`src/rtl/tinyml_ci_pkg.sv`:
```
// Shared types and constants for the tinyML custom-instruction router.
package tinyml_ci_pkg;

    localparam int CI_FID_W     = 10;
    localparam int CI_DATA_W    = 32;
    localparam int CI_SEL_W_MAX = 4;
    localparam logic [CI_DATA_W-1:0] CI_ERR_RSP = 32'hDEAD_C0DE;

    // One in-flight command: which slave owes the response, or an error marker.
    typedef struct packed {
        logic                    err;
        logic [CI_SEL_W_MAX-1:0] id;
    } ci_ord_t;

endpackage

```
`src/rtl/tinyml_ci_ord_fifo.sv`:
```
// In-order FIFO of issued-command records; head is the next response owed to the CPU.
module tinyml_ci_ord_fifo
    import tinyml_ci_pkg::*;
#(
    parameter int DEPTH = 4
) (
    input  logic                   clk,
    input  logic                   reset,
    input  logic                   push,
    input  ci_ord_t                din,
    input  logic                   pop,
    output ci_ord_t                dout,
    output logic [$clog2(DEPTH):0] count,
    output logic                   full,
    output logic                   empty
);

    localparam int PTR_W = $clog2(DEPTH);

    ci_ord_t            mem_r [DEPTH];
    logic [PTR_W-1:0]   wr_ptr_r;
    logic [PTR_W-1:0]   rd_ptr_r;
    logic [PTR_W:0]     count_r;

    // Entry storage; contents are don't-care until counted in.
    always_ff @(posedge clk) begin
        if (push) begin
            mem_r[wr_ptr_r] <= din;
        end
    end

    // Pointers and occupancy; pointers wrap naturally since DEPTH is a power of two.
    always_ff @(posedge clk) begin
        if (reset) begin
            wr_ptr_r <= '0;
            rd_ptr_r <= '0;
            count_r  <= '0;
        end else begin
            if (push) begin
                wr_ptr_r <= wr_ptr_r + PTR_W'(1);
            end
            if (pop) begin
                rd_ptr_r <= rd_ptr_r + PTR_W'(1);
            end
            case ({push, pop})
                2'b10:   count_r <= count_r + (PTR_W+1)'(1);
                2'b01:   count_r <= count_r - (PTR_W+1)'(1);
                default: count_r <= count_r;
            endcase
        end
    end

    assign dout  = mem_r[rd_ptr_r];
    assign count = count_r;
    assign full  = (count_r == (PTR_W+1)'(DEPTH));
    assign empty = (count_r == (PTR_W+1)'(0));

endmodule

```
`src/rtl/tinyml_ci_router_chk.sv`:
```
// Simulation-only protocol checks for the custom-instruction router.
module tinyml_ci_router_chk
    import tinyml_ci_pkg::*;
#(
    parameter int NUM_SLV = 2
) (
    input logic                 clk,
    input logic                 reset,
    input logic                 push,
    input logic                 pop,
    input logic                 full,
    input logic                 empty,
    input logic                 rsp_valid,
    input logic                 rsp_ready,
    input logic [CI_DATA_W-1:0] rsp_outputs_0,
    input logic [NUM_SLV-1:0]   slv_cmd_valid
);

    a_no_push_full: assert property (@(posedge clk) disable iff (reset) !(push && full));

    a_no_pop_empty: assert property (@(posedge clk) disable iff (reset) !(pop && empty));

    a_rsp_stable: assert property (@(posedge clk) disable iff (reset)
        (rsp_valid && !rsp_ready && !reset) |=> $stable(rsp_outputs_0));

    a_one_strobe: assert property (@(posedge clk) disable iff (reset) $onehot0(slv_cmd_valid));

endmodule

```
`src/rtl/tinyml_ci_router.sv`:
```
// Routes CPU custom-instruction commands to NUM_SLV slaves and returns
// responses strictly in issue order through one registered output stage.
module tinyml_ci_router
    import tinyml_ci_pkg::*;
#(
    parameter int                   NUM_SLV = 2,
    parameter int                   SEL_LSB = 9,
    parameter int                   SEL_W   = 1,
    parameter int                   MAX_OUT = 4,
    parameter logic [CI_DATA_W-1:0] ERR_RSP = CI_ERR_RSP
) (
    input  logic                           clk,
    input  logic                           reset,
    input  logic                           cmd_valid,
    input  logic [CI_FID_W-1:0]            cmd_function_id,
    input  logic [CI_DATA_W-1:0]           cmd_inputs_0,
    input  logic [CI_DATA_W-1:0]           cmd_inputs_1,
    output logic                           cmd_ready,
    output logic                           rsp_valid,
    output logic [CI_DATA_W-1:0]           rsp_outputs_0,
    input  logic                           rsp_ready,
    output logic                           cmd_int,
    input  logic [NUM_SLV-1:0]             slv_int,
    output logic [NUM_SLV-1:0]             slv_cmd_valid,
    input  logic [NUM_SLV-1:0]             slv_cmd_ready,
    output logic [CI_FID_W-1:0]            slv_cmd_function_id,
    output logic [CI_DATA_W-1:0]           slv_cmd_inputs_0,
    output logic [CI_DATA_W-1:0]           slv_cmd_inputs_1,
    input  logic [NUM_SLV-1:0]             slv_rsp_valid,
    input  logic [CI_DATA_W*NUM_SLV-1:0]   slv_rsp_outputs_0,
    output logic [NUM_SLV-1:0]             slv_rsp_ready,
    output logic [$clog2(MAX_OUT):0]       outstanding
);

    localparam int CNT_W = $clog2(MAX_OUT) + 1;

    logic [SEL_W-1:0]     sel_s;
    logic                 mapped_s;
    logic                 sel_ready_s;
    logic                 push_s;
    logic                 load_s;
    logic                 can_load_s;
    logic                 head_rsp_valid_s;
    logic                 full_s;
    logic                 empty_s;
    logic [CNT_W-1:0]     count_s;
    ci_ord_t              push_ord_s;
    ci_ord_t              head_ord_s;
    logic [CI_DATA_W-1:0] head_data_s;
    logic [CI_DATA_W-1:0] load_data_s;
    logic                 ovalid_r;
    logic [CI_DATA_W-1:0] odata_r;

    assign sel_s    = cmd_function_id[SEL_LSB +: SEL_W];
    assign mapped_s = (32'(sel_s) < 32'(NUM_SLV));

    // Issue side: strobe the selected slave; unmapped selects only need FIFO room.
    always_comb begin
        sel_ready_s   = 1'b0;
        slv_cmd_valid = '0;
        for (int i = 0; i < NUM_SLV; i++) begin
            if (mapped_s && (sel_s == SEL_W'(i))) begin
                sel_ready_s      = slv_cmd_ready[i];
                slv_cmd_valid[i] = cmd_valid && !full_s;
            end else begin
                slv_cmd_valid[i] = 1'b0;
            end
        end
        if (mapped_s) begin
            cmd_ready = !full_s && sel_ready_s;
        end else begin
            cmd_ready = !full_s;
        end
        push_s         = cmd_valid && cmd_ready;
        push_ord_s.err = !mapped_s;
        push_ord_s.id  = CI_SEL_W_MAX'(sel_s);
    end

    // Retire side: only the slave owning the FIFO head may hand over its response.
    always_comb begin
        can_load_s       = !ovalid_r || rsp_ready;
        slv_rsp_ready    = '0;
        head_rsp_valid_s = 1'b0;
        head_data_s      = '0;
        for (int i = 0; i < NUM_SLV; i++) begin
            if (!empty_s && !head_ord_s.err && (head_ord_s.id == CI_SEL_W_MAX'(i))) begin
                slv_rsp_ready[i] = can_load_s;
                head_rsp_valid_s = slv_rsp_valid[i];
                head_data_s      = slv_rsp_outputs_0[CI_DATA_W*i +: CI_DATA_W];
            end else begin
                slv_rsp_ready[i] = 1'b0;
            end
        end
        if (empty_s) begin
            load_s      = 1'b0;
            load_data_s = head_data_s;
        end else if (head_ord_s.err) begin
            load_s      = can_load_s;
            load_data_s = ERR_RSP;
        end else begin
            load_s      = head_rsp_valid_s && can_load_s;
            load_data_s = head_data_s;
        end
    end

    // Output register; a load wins over a plain drain so back-to-back retirement works.
    always_ff @(posedge clk) begin
        if (reset) begin
            ovalid_r <= 1'b0;
            odata_r  <= '0;
        end else if (load_s) begin
            ovalid_r <= 1'b1;
            odata_r  <= load_data_s;
        end else if (rsp_ready) begin
            ovalid_r <= 1'b0;
        end else begin
            ovalid_r <= ovalid_r;
        end
    end

    tinyml_ci_ord_fifo #(
        .DEPTH (MAX_OUT)
    ) u_ord_fifo (
        .clk   (clk),
        .reset (reset),
        .push  (push_s),
        .din   (push_ord_s),
        .pop   (load_s),
        .dout  (head_ord_s),
        .count (count_s),
        .full  (full_s),
        .empty (empty_s)
    );

    tinyml_ci_router_chk #(
        .NUM_SLV (NUM_SLV)
    ) u_chk (
        .clk           (clk),
        .reset         (reset),
        .push          (push_s),
        .pop           (load_s),
        .full          (full_s),
        .empty         (empty_s),
        .rsp_valid     (ovalid_r),
        .rsp_ready     (rsp_ready),
        .rsp_outputs_0 (odata_r),
        .slv_cmd_valid (slv_cmd_valid)
    );

    assign rsp_valid           = ovalid_r;
    assign rsp_outputs_0       = odata_r;
    assign outstanding         = count_s;
    assign cmd_int             = |slv_int;
    assign slv_cmd_function_id = cmd_function_id;
    assign slv_cmd_inputs_0    = cmd_inputs_0;
    assign slv_cmd_inputs_1    = cmd_inputs_1;

endmodule

```
`config.mk`:
```
export PLATFORM = sky130hd
export DESIGN_NAME = tinyml_ci_router
export DESIGN_NICKNAME = d
export VERILOG_FILES = /design/src/rtl/tinyml_ci_pkg.sv /design/src/rtl/tinyml_ci_ord_fifo.sv /design/src/rtl/tinyml_ci_router_chk.sv /design/src/rtl/tinyml_ci_router.sv
export SDC_FILE = /design/constraint.sdc
export NUM_CORES = 1
export LEC_CHECK = 0
export CAP_MARGIN = 20
export CELL_PAD_IN_SITES_DETAIL_PLACEMENT = 1
export CELL_PAD_IN_SITES_GLOBAL_PLACEMENT = 1
export CORE_MARGIN = 10
export CORE_UTILIZATION = 21
export DETAILED_ROUTE_END_ITERATION = 12
export MAX_ROUTING_LAYER = met4
export PLACE_DENSITY = 0.89
export REMOVE_ABC_BUFFERS = 1
export SYNTH_ARGS = -nofsm -noshare
export SYNTH_HDL_FRONTEND = slang
export SYNTH_SLANG_ARGS = --single-unit
```
`constraint.sdc`:
```
create_clock -name clk -period 3.1 [get_ports clk]
set_input_delay 0.62 -clock clk [delete_from_list [all_inputs] [get_ports clk]]
set_output_delay 0.62 -clock clk [all_outputs]
set_load 0.02 [all_outputs]
```
==> impl_metrics.json <==
{
  "status": "completed",
  "core_um2": 13240,
  "drive_gt1_share_pct": 6.607,
  "synthArstFlopShare_pct": 0,
  "die_x_um": 136.2,
  "cts_made_buffers": 5,
  "max_cap_violations": 0,
  "num-fill-cells": 1522,
  "grt-ovfl-total": 0,
  "synth_area_leader_cell": "dfxtp_1",
  "worstHoldStart": "rsp_outputs_0[15]$_SDFFE_PP0P_",
  "netlist_top_cells_area": "dfxtp_1, buf_4, mux2i_1, a31o_1, nor4_1",
  "place_hpwl_um": 12150,
  "htreeDepth": 2,
  "yosysTopAreaCellShare_pct": 29.66,
  "rsz0062_at_grt": "no",
  "gr-usage-all-layers_pct": 16.10,
  "clock_sinks": 46,
  "final.setup.worst_slack_ns": 0.1954,
  "grt_pass1_vias": 2640,
  "rr_endpoint": "u_ord_fifo.count[2]$_SDFFE_PP0P_",
  "grt_max_degree": 35,
  "synth_edf_count": 4,
  "reg2reg_depth": 10,
  "antenna_found_initial": 0,
  "syn_area_um2": 2835,
  "cts_resized": 0,
  "vias": 2400,
  "period_minus_slack_ns": 2.905,
  "wl_um": 14990,
  "placedCellCount": 501,
  "layout.cells.non_filler": 510,
  "cts-root-buf": "clkbuf_16",
  "firstDrtPassIters": 4,
  "drtIter0Drc": 61,
  "critPathCaptureType": "output port",
  "place.gp.congestion": 0.8486,
  "rrSetupSlack_ns": 0.27,
  "p_leak_nw": 1.393,
  "synth_top_cells_by_count": "buf_4, dfxtp_1, mux2i_1",
  "whs_path_depth": 1,
  "syn-instance-count": 294,
  "crit-reg2reg-launch": "u_ord_fifo.mem_r[3]$_DFFE_PP_",
  "clk_pin_slew_worst_paths_ns": 0.06,
  "hp-class": "register to register",
  "synthAdderAreaFrac_pct": 2.913,
  "fp-row-count": 42,
  "synth-seq-area-share_pct": 33.89,
  "critPathLaunchType": "register",
  "die_area_um2": 18550,
  "ant_nets": 0,
  "io_pins": 264,
  "synth_simple_gate_area_share_pct": 11.87,
  "synth-compound-area-share_pct": 11.25,
  "power_frac_seq_pct": 29.5,
  "fin_nets": 486,
  "hold_ws_ns": 0.4766,
  "cts_setup_buffers": 0,
  "arrival_ns": 2.28,
  "fin_worst_skew_ns": 0.005530,
  "combPwrFrac_pct": 50.7,
  "syn_to_final_growth_pct": 33.10,
  "power.share.clock_pct": 19.9,
  "startpoint": "u_ord_fifo.mem_r[3]$_DFFE_PP_",
  "ys_warn_count": 0,
  "insertion_delay_ns": 0.28,
  "setup_viol": 0,
  "ys_ff_latch": 46,
  "critPathCapture": "slv_rsp_ready[0]",
  "final_core_util_pct": 28.50,
  "ys.flop_type": "dfxtp_1",
  "p_switching_w": 0.001062,
  "setup_tns_ns": 0,
  "die_h_um": 136.2,
  "worstMarginPinSlew_ns": 0.4421,
  "port_buffers": 117,
  "start_util_pct": 21.41,
  "slew_viol_final": 0,
  "tritoncts": "yes",
  "timing.fmax_mhz": 344.3,
  "grt_pass1_wl_um": 20590,
  "clk_path_buf_depth": 2,
  "dp_worst_setup_slack_ns": 0.1565,
  "netSwitchingFraction_pct": 40.69,
  "synth_top_family_by_area": "buffers and inverters",
  "fin_crit_sh_pct": 93.70,
  "worst-setup-path-type": "register to output port",
  "power.density_nw_per_um2": 691.5,
  "internal-power_w": 0.001548,
  "syn_area_per_cell_um2": 9.644,
  "wl_per_cell_um": 29.38,
  "vdd_drop_max_mv": 0.3563,
  "cp_data_required_time_ns": 2.48,
  "synth.area.mux_share_pct": 14.65,
  "vias_per_cell": 4.706,
  "postCtsHoldBufs": 0,
  "relSlewSlack_pct": 70.53,
  "cp_max_fo": 11,
  "synth.most_common_cell": "buf_4",
  "remaining_drc_errors": 0,
  "synth_xor_area_share_pct": 0.9267,
  "hold_viol_final": 0,
  "ys_types": 32
}
-- how the worst min path moves through the flow --
stage                                          end  slack (ns)
floorplan                                 register        0.45
global placement     rsp_outputs_0[9]$_SDFFE_PP0P_        0.46
detailed placement  rsp_outputs_0[15]$_SDFFE_PP0P_        0.47
CTS                 rsp_outputs_0[15]$_SDFFE_PP0P_        0.48
global route        rsp_outputs_0[23]$_SDFFE_PP0P_        0.50
finish              rsp_outputs_0[15]$_SDFFE_PP0P_        0.48
-- sequential cells by signal, indices dropped and copies added, names as in the netlist, named ones only --
| register | count |
|---|---|
| rsp_outputs_0 | 32 |
| rsp_valid | 1 |
| u_ord_fifo.count | 3 |
| u_ord_fifo.mem_r | 4 |
| u_ord_fifo.rd_ptr_r | 2 |
| u_ord_fifo.wr_ptr_r | 2 |
-- stage by stage --
step / total power, W / area [µm²]
after global routing: 0.002785 / 3771
after floorplan: 0.001493 / 2175
final: 0.002609 / 3774
after detailed placement: 0.002134 / 3633
after global placement: 0.002080 / 3633
after CTS: 0.002670 / 3771
-- cells by family (layout without fill, tap and decap cells) --
group	count (synthesis)	count (layout)
XOR/XNOR	3	3
multiplexers	38	38
buffers and inverters	104	143
AND/OR/NAND/NOR	58	58
adder cells (fa/ha/maj)	6	6
flip-flops	46	46
other	0	1
AO/OA/AOI/OAI	39	39
-- worst max-delay path: stages, from the launching register on --
cell and delay (ns):
edfxtp_1 0.36, mux4_2 0.58, buf_4 0.24, nor2_1 0.12, clkdlybuf4s50_1 0.69
-- cell usage in the layout, fill, tap and decap left out, types with 2 or more instances in the layout --
master             n
ha_1               5
inv_2              2
nand2_1            3
edfxtp_1           4
mux2i_1           34
dfxtp_1           42
a31o_1            32
a21oi_1            4
buf_4              9
mux2_4             2
or3_1              2
inv_1              7
xor2_1             2
nor4_1            32
and2_1             4
and3_1             2
clkdlybuf4s50_1  117
clkbuf_16          5
nor2_1             9
-- power groups by stage --
stage | registers [W] | clock network (W) | logic, W
floorplan | 0.000858 | 0 | 0.000635
global placement | 0.000771 | 0 | 0.00131
detailed placement | 0.000780 | 0 | 0.00135
CTS | 0.000769 | 0.000544 | 0.00136
global route | 0.000783 | 0.000566 | 0.00143
finish | 0.000769 | 0.000518 | 0.00132
-- cell type report --
| cell class | instances | area (µm²) | area share (%) |
|---|---|---|---|
| repair buffers | 126 | 1239 | 32.82 |
| well taps | 176 | 220.2 | 5.836 |
| clock buffers | 6 | 128.9 | 3.415 |
| clock inverters | 2 | 8.758 | 0.2321 |
| multi-input cells | 144 | 1180 | 31.27 |
| flip-flops and latches | 46 | 960.9 | 25.46 |
| diodes | 1 | 2.502 | 0.06631 |
| inverters | 9 | 33.78 | 0.8952 |
-- routing by layer --
metal | wire (µm) | GRT usage (%) | vias to the layer above
li1 | - | - | 1054
met1 | 6873 | 19.84 | 1124
met2 | 5031 | 18.52 | 213
met3 | 3010 | 15.09 | 9
met4 | 70 | 2.189 | 0
met5 | 0 | - | -
No activity file was read; power rests on OpenSTA's default activity.
